## config.mk

```make
export PLATFORM = sky130hd
export DESIGN_NAME = serial_frame_ctrl
export DESIGN_NICKNAME = d
export VERILOG_FILES = /design/src/rtl/serial_frame_ctrl.sv
export SDC_FILE = /design/constraint.sdc
export NUM_CORES = 1
export LEC_CHECK = 0
export CAP_MARGIN = 20
export CORE_MARGIN = 2
export CORE_UTILIZATION = 45
export DETAILED_ROUTE_END_ITERATION = 7
export GPL_TIMING_DRIVEN = 1
export PLACE_DENSITY_LB_ADDON = 0.3
export SYNTH_ARGS = -nofsm -noshare
export SYNTH_HDL_FRONTEND = slang
export SYNTH_SLANG_ARGS = --single-unit
```

## constraint.sdc

```tcl
create_clock -name clk -period 3.3 [get_ports clk]
set_clock_uncertainty 0.05 [all_clocks]
set_input_delay 0.66 -clock clk [delete_from_list [all_inputs] [get_ports clk]]
set_output_delay 0.66 -clock clk [all_outputs]
set_load 0.02 [all_outputs]
```

## src/rtl/serial_frame_ctrl.sv

```systemverilog
// Serial frame controller: oversamples an idle-high serial line and drives the downstream
// shift register's clear / shift-enable / data. Optional parity bit with SERIAL_PARITY_EN.
module serial_frame_ctrl #(
    parameter int unsigned FRAME_BITS   = 10,
    parameter int unsigned CLKS_PER_BIT = 4
) (
    input  logic clk,
    input  logic sclr_n,
    input  logic rxd,
    output logic sr_clr,
    output logic shen,
    output logic serin,
    output logic busy,
    output logic frame_valid,
`ifdef SERIAL_PARITY_EN
    output logic parity_err,
`endif
    output logic framing_err
);

    localparam int unsigned CW = $clog2(CLKS_PER_BIT);
    localparam int unsigned BW = $clog2(FRAME_BITS + 1);
    localparam logic [CW-1:0] HALF_LAST = CW'(CLKS_PER_BIT / 2 - 1);
    localparam logic [CW-1:0] BIT_LAST  = CW'(CLKS_PER_BIT - 1);
    localparam logic [BW-1:0] LAST_DATA = BW'(FRAME_BITS - 1);

    typedef enum logic [2:0] {
        IDLE   = 3'd0,
        START  = 3'd1,
        DATA   = 3'd2,
        PARITY = 3'd3,
        STOP   = 3'd4
    } state_t;

`ifdef SERIAL_PARITY_EN
    localparam state_t AFTER_DATA = PARITY;
    logic par;
    logic par_nxt;
    logic parity_err_d;
`else
    localparam state_t AFTER_DATA = STOP;
`endif

    state_t        state;
    state_t        state_nxt;
    logic [CW-1:0] cnt;
    logic [CW-1:0] cnt_nxt;
    logic [BW-1:0] bitcnt;
    logic [BW-1:0] bitcnt_nxt;
    logic          sync1;
    logic          rxd_s;
    logic          bit_end;
    logic          sr_clr_d;
    logic          shen_d;
    logic          serin_d;
    logic          busy_d;
    logic          frame_valid_d;
    logic          framing_err_d;

    assign bit_end = (cnt == BIT_LAST);

    // Two-flop synchroniser; resets to the idle level so reset never looks like a start bit
    always_ff @(posedge clk) begin
        if (!sclr_n) begin
            sync1 <= 1'b1;
            rxd_s <= 1'b1;
        end else begin
            sync1 <= rxd;
            rxd_s <= sync1;
        end
    end

    // State register
    always_ff @(posedge clk) begin
        if (!sclr_n) begin
            state  <= IDLE;
            cnt    <= '0;
            bitcnt <= '0;
`ifdef SERIAL_PARITY_EN
            par    <= 1'b0;
`endif
        end else begin
            state  <= state_nxt;
            cnt    <= cnt_nxt;
            bitcnt <= bitcnt_nxt;
`ifdef SERIAL_PARITY_EN
            par    <= par_nxt;
`endif
        end
    end

    // Next-state logic
    always_comb begin
        state_nxt  = state;
        cnt_nxt    = cnt;
        bitcnt_nxt = bitcnt;
`ifdef SERIAL_PARITY_EN
        par_nxt    = par;
`endif
        case (state)
            IDLE: begin
                cnt_nxt = '0;
                if (!rxd_s) state_nxt = START;
            end
            START: begin
                if (cnt == HALF_LAST) begin
                    cnt_nxt    = '0;
                    bitcnt_nxt = '0;
`ifdef SERIAL_PARITY_EN
                    par_nxt    = 1'b0;
`endif
                    state_nxt  = rxd_s ? IDLE : DATA;
                end else begin
                    cnt_nxt = cnt + CW'(1);
                end
            end
            DATA: begin
                if (bit_end) begin
                    cnt_nxt    = '0;
                    bitcnt_nxt = bitcnt + BW'(1);
`ifdef SERIAL_PARITY_EN
                    par_nxt    = par ^ rxd_s;
`endif
                    if (bitcnt == LAST_DATA) state_nxt = AFTER_DATA;
                end else begin
                    cnt_nxt = cnt + CW'(1);
                end
            end
            PARITY: begin
                if (bit_end) begin
                    cnt_nxt   = '0;
`ifdef SERIAL_PARITY_EN
                    par_nxt   = par ^ rxd_s;
`endif
                    state_nxt = STOP;
                end else begin
                    cnt_nxt = cnt + CW'(1);
                end
            end
            STOP: begin
                if (bit_end) begin
                    cnt_nxt   = '0;
                    state_nxt = IDLE;
                end else begin
                    cnt_nxt = cnt + CW'(1);
                end
            end
            default: begin
                cnt_nxt   = '0;
                state_nxt = IDLE;
            end
        endcase
    end

    // Output decode; every output is registered one cycle later
    always_comb begin
        sr_clr_d      = 1'b0;
        shen_d        = 1'b0;
        serin_d       = serin;
        busy_d        = (state_nxt != IDLE);
        frame_valid_d = 1'b0;
        framing_err_d = 1'b0;
`ifdef SERIAL_PARITY_EN
        parity_err_d  = 1'b0;
`endif
        case (state)
            START: sr_clr_d = (cnt == HALF_LAST) && !rxd_s;
            DATA: begin
                if (bit_end) begin
                    shen_d  = 1'b1;
                    serin_d = rxd_s;
                end
            end
            STOP: begin
                if (bit_end) begin
                    frame_valid_d = rxd_s;
                    framing_err_d = !rxd_s;
`ifdef SERIAL_PARITY_EN
                    parity_err_d  = par;
`endif
                end
            end
            default: ;
        endcase
    end

    always_ff @(posedge clk) begin
        if (!sclr_n) begin
            sr_clr      <= 1'b0;
            shen        <= 1'b0;
            serin       <= 1'b0;
            busy        <= 1'b0;
            frame_valid <= 1'b0;
            framing_err <= 1'b0;
`ifdef SERIAL_PARITY_EN
            parity_err  <= 1'b0;
`endif
        end else begin
            sr_clr      <= sr_clr_d;
            shen        <= shen_d;
            serin       <= serin_d;
            busy        <= busy_d;
            frame_valid <= frame_valid_d;
            framing_err <= framing_err_d;
`ifdef SERIAL_PARITY_EN
            parity_err  <= parity_err_d;
`endif
        end
    end

endmodule

```

==> flow_summary.toml, run 1 <==
[outcome]
status = "complete, no violations"

[worst_hold_path]
whs_endpoint = "rxd_s"
hp-start = "sync1"
holdPathStages = 1
hold_path_class = "reg -> reg"

[critical_path]
worst_setup_path_start_kind = "register"
worstPathMaxFanout = 2
cp_top_family = "buffers and inverters"
path_cells = "clkdlybuf4s50_1"
worstPathRequired_ns = 2.59
slowest_delay_ns = 0.60
r2r-end = "bitcnt[3]"
cp_slowest_cell = "clkdlybuf4s50_1"
r2r_cells = 5
critical_path_class = "reg -> out"
cp_data_arrival_time_ns = 1.24
cp-end-kind = "primary output"
crit-reg2reg-launch = "cnt[0]"
worst-r2r-setup-slack_ns = 1.75
crit_buf_inv = 1

[cts]
cts_resized = 0
clockRootBuffer = "clkbuf_4"
cts_setup_buffers = 0
numCtsBuffers = 3
cts_hold_buf = 0
clk_latency_ns = 0.29
cts_tree = "yes"
clkTransAtPathRegs_ns = 0.09
cts.htree.levels = 1
cts_buffer_depth = 2
clock_sinks = 17

[yosys]
synth_compound_area_frac = 0.0761
synthAdderAreaFrac = 0.0809
ys_ff_latch = 17
syn_area_um2 = 773
synthMuxAreaShare = 0.0275
ys_seq_area_frac = 0.440
synth.yosys.warnings = 0
synth_cells = 87
synthSimpleGateAreaFrac = 0.294
synth_largest_area_cell = "dfxtp_1"
synth_area_leaders = "dfxtp_1 44%, ha_1 8.1%, nand2b_1 4.9%, nor2_1 4.9%, inv_1 3.4%"
yosysUniqueCellTypes = 28
syn_avg_cell_area_um2 = 8.89
syn_nets = 95
synth_top_area_share = 0.440
synth_top_family_by_area = "simple AND/OR/NAND/NOR gates"
synth_xor_area_frac = 0.0227

[pwr]
leakage_nw = 0.354
peakVddDrop_v = 0.000272
p_per_area_nw_per_um2 = 378

[timing]
finalSetupTns_ns = 0
hold_viol = 0
worst_pin_slew_ns = 0.379
setup_viol = 0
fmax_ghz = 0.514
fin_crit_ns = 1.95
rsz0062_at_grt = "false"
max_slew_margin = 0.746
setup_slack_ns = 1.35
post-route-period-util = 0.590
maxSlewViolCount = 0

[global_routing]
antenna_found_initial = 0
grt_first_pass_wirelength_um = 2130
grt_pass1_vias = 494
overflow = 0
track_usage = 0.144
grt_max_degree = 14

[cells_and_area]
fill_cells = 142
area_growth_pct = 14.1
final_layout_size_suffix_gt1_frac = 0.0526
layout_commonest_cell = "dfxtp_1"
diodes = 0
nets = 104
final_cell_mix = "17 x dfxtp_1, 10 x nor2_1, 8 x clkdlybuf4s50_1"

[placement]
routabilityCongestion = 0.698
io_buffers = 8
detailedPlace.worstSlack_ns = 1.39
dp.final_hpwl_um = 957

[routing]
vias = 587
wirelength_um = 1270
drc = 0
antenna_left = 0
drt_iter0_markers = 4
vias_per_cell = 5.29
firstDrtPassIters = 4
wl_per_cell_um = 11.5

[floorplan]
die_area_um2 = 2070
initial_core_util = 0.496
boundaryPins = 9
row_count = 14
core_area_um2 = 1560
die_x_um = 45.5
die_height_um = 45.5

[job]
cap_violations = 0
layout make-up:
class                      count  area (um^2)  area share
inverter                       7         26.3      0.0298
sequential                    17          340       0.386
clock inverter                 1         5.00     0.00567
multi-input combinational     59          388       0.440
timing repair buffer           8         80.1      0.0908
clock buffer                   3         22.5      0.0255
tap                           16         20.0      0.0227
worst max-delay path by stage:
stage	startpoint	endpoint	slack, ns	cells after the start
CTS	serin	serin	1.34	1
floorplan	cnt[0]	busy	1.95	6
global placement	sclr_n	busy	1.43	4
detailed placement	sclr_n	busy	1.39	4
global route	serin	serin	1.30	1
finish	serin	serin	1.35	1
logic make-up (layout without fill, tap and decap cells):
| kind of cell | after synthesis | in the layout |
|---|---|---|
| multiplexers | 2 | 2 |
| XOR/XNOR | 2 | 2 |
| flip-flops | 17 | 17 |
| buffers and inverters | 11 | 19 |
| AND/OR/NAND/NOR | 41 | 41 |
| AO/OA/AOI/OAI | 9 | 9 |
| adder cells (fa/ha/maj) | 5 | 5 |
where the power goes:
part,switching (W),leakage [nW],internal [W]
logic,0.00000727,0.198,0.00000782
clock network,0.0000630,0.0177,0.0000452
registers,0.00000241,0.138,0.000208
total,0.0000727,0.354,0.000261
registers in the layout, summed over array words and instances (netlist names):
| name | cells |
|---|---|
| bitcnt | 4 |
| busy | 1 |
| cnt | 2 |
| frame_valid | 1 |
| framing_err | 1 |
| rxd_s | 1 |
| serin | 1 |
| shen | 1 |
| sr_clr | 1 |
| state | 3 |
| sync1 | 1 |
layer usage:
| metal | vias to the layer above | track usage | share of wire |
|---|---|---|---|
| li1 | 306 | - | - |
| met1 | 270 | 0.197 | 0.51 |
| met2 | 8 | 0.200 | 0.44 |
| met3 | 3 | 0.0595 | 0.044 |
| met4 | 0 | 0.0529 | 0.011 |
| met5 | - | 0 | 0 |
synth_stat cells, drive strengths merged:
cell / count
o21ai: 2
dfxtp: 17
buf: 3
nand2: 7
a21o: 1
clkbuf: 1
mux2i: 1
a31oi: 1
xor2: 2
and4bb: 1
ha: 5
nor2b: 1
o31ai: 1
mux2: 1
nand4: 2
nand4bb: 2
nor2: 10
nand2b: 6
a21boi: 1
nand3b: 1
nand4b: 1
and3: 1
and2: 4
o211ai: 1
o22ai: 2
inv: 7
nor3: 2
nand3: 3
metrics by stage:
| stage | hold slack (ns) | cells | utilization | power, W | cell area [um^2] |
|---|---|---|---|---|---|
| finish | 0.376 | 111 | 0.566 | 0.000334 | 882 |
| global route | 0.421 | 111 | 0.566 | 0.000351 | 882 |
| CTS | 0.377 | 111 | 0.566 | 0.000339 | 882 |
| detailed placement | 0.352 | 107 | 0.548 | 0.000230 | 855 |
| global placement | 0.348 | 107 | 0.548 | 0.000230 | 855 |
| floorplan | 0.336 | 87 | - | 0.000224 | 773 |
Power figures use the tool's default switching activity.
==> run 2, diff against run 1 <==
- clock period: 3.3 -> 1.9 ns (I/O delays scaled with it)
==> run 2 against run 1 <==
- sequential power increased by 74%
- clock power increased by 70%
- cell count unchanged
- critical path type unchanged
- highest routed layer is now met3
==> flow_summary.toml, run 2 (synthesis results as in run 1) <==
[critical_path]
r2r-end = "bitcnt[3]"
crit-reg2reg-launch = "cnt[1]"
r2r_cells = 5
cp_slowest_cell = "clkdlybuf4s50_1"
cp_data_arrival_time_ns = 1.22
worstPathRequired_ns = 1.47
cp-end-kind = "primary output"
crit_buf_inv = 1
cp_top_family = "buffers and inverters"
worst_setup_path_start_kind = "register"
worstPathMaxFanout = 2
path_cells = "clkdlybuf4s50_1"
slowest_delay_ns = 0.60
critical_path_class = "reg -> out"
worst-r2r-setup-slack_ns = 0.34

[global_routing]
grt_max_degree = 14
grt_first_pass_wirelength_um = 2430
grt_pass1_vias = 569
overflow = 0
track_usage = 0.164
antenna_found_initial = 0

[floorplan]
die_area_um2 = 2070
die_x_um = 45.5
initial_core_util = 0.496
core_area_um2 = 1560
boundaryPins = 9
row_count = 14
die_height_um = 45.5

[cts]
clkTransAtPathRegs_ns = 0.09
clock_sinks = 17
numCtsBuffers = 3
cts_resized = 0
clockRootBuffer = "clkbuf_4"
clk_latency_ns = 0.28
cts_buffer_depth = 2
cts_setup_buffers = 0
cts.htree.levels = 1
cts_tree = "yes"
cts_hold_buf = 0

[routing]
drt_iter0_markers = 8
wl_per_cell_um = 12.4
antenna_left = 0
vias_per_cell = 5.43
wirelength_um = 1380
vias = 603
drc = 0
firstDrtPassIters = 4

[timing]
rsz0062_at_grt = "false"
post-route-period-util = 0.867
worst_pin_slew_ns = 0.387
fin_crit_ns = 1.65
hold-worst-slack_ns = 0.376
max_slew_margin = 0.741
finalSetupTns_ns = 0
maxSlewViolCount = 0
setup_viol = 0
fmax_ghz = 0.607
hold_viol = 0

[pwr]
p_per_area_nw_per_um2 = 654
peakVddDrop_v = 0.000453
leakage_nw = 0.351

[cells_and_area]
fill_cells = 155
largest_reg_flops = 4
diodes = 0
layout_commonest_cell = "dfxtp_1"
multi_input_area_um2 = 388
seqCellArea_um2 = 340
final_cell_mix = "17 x dfxtp_1, 10 x nor2_1, 8 x clkdlybuf4s50_1"
top_register = "bitcnt"
reg_top3 = "bitcnt (4), state (3), cnt (2)"
area_growth_pct = 13.9
nets = 104
final_layout_size_suffix_gt1_frac = 0.0421

[outcome]
status = "complete, no violations"

[worst_hold_path]
hold_path_class = "reg -> reg"
hp-start = "sync1"
whs_endpoint = "rxd_s"
holdPathStages = 1

[placement]
dp.final_hpwl_um = 1040
routabilityCongestion = 0.693
io_buffers = 8

[job]
cap_violations = 0
[run 2: cell count changes in the layout (fill, tap and decap cells not counted)]
cell / previous run / this run
clkbuf_1: 0 / 1
clkinv_2: 1 / 0
[run 2: report_power, final]
group	switching [W]	leakage [nW]	internal [W]
clock	0.000102	0.0150	0.0000815
sequential	0.00000439	0.138	0.000361
combinational	0.0000131	0.198	0.0000136
total	0.000120	0.351	0.000456
[run 2: worst max-delay path by stage]
stage	to	cells past startpoint	slack, ns	start
2_1_floorplan	busy	6	0.55	cnt[0]
3_3_place_gp	busy	4	0.30	sclr_n
3_5_place_dp	busy	4	0.24	sclr_n
4_1_cts	serin	1	0.23	serin
5_1_grt	serin	1	0.21	serin
6_report	serin	1	0.25	serin
[run 2: final cells by class]
type,instances,area share
Clock buffer,4,0.0298
Multi-Input combinational cell,59,0.440
Tap cell,16,0.0227
Sequential cell,17,0.386
Inverter,7,0.0298
Timing Repair Buffer,8,0.0909
[run 2: metrics by stage]
stage          setup slack (ns)  power [W]  instance area (um^2)   util  instances
4_1_cts                   0.230   0.000588                   881  0.565        111
3_5_place_dp              0.236   0.000401                   855  0.548        107
2_1_floorplan             0.546   0.000390                   773      -         87
6_report                  0.253   0.000576                   881  0.565        111
5_1_grt                   0.208   0.000606                   881  0.565        111
3_3_place_gp              0.300   0.000400                   855  0.548        107
[run 2: layer usage]
| metal | part of all wire | track usage | vias up |
|---|---|---|---|
| met4 | 0 | 0.0529 | 0 |
| met5 | 0 | 0 | - |
| met3 | 0.032 | 0.0595 | 0 |
| met1 | 0.45 | 0.193 | 284 |
| met2 | 0.52 | 0.276 | 9 |
| li1 | - | - | 310 |
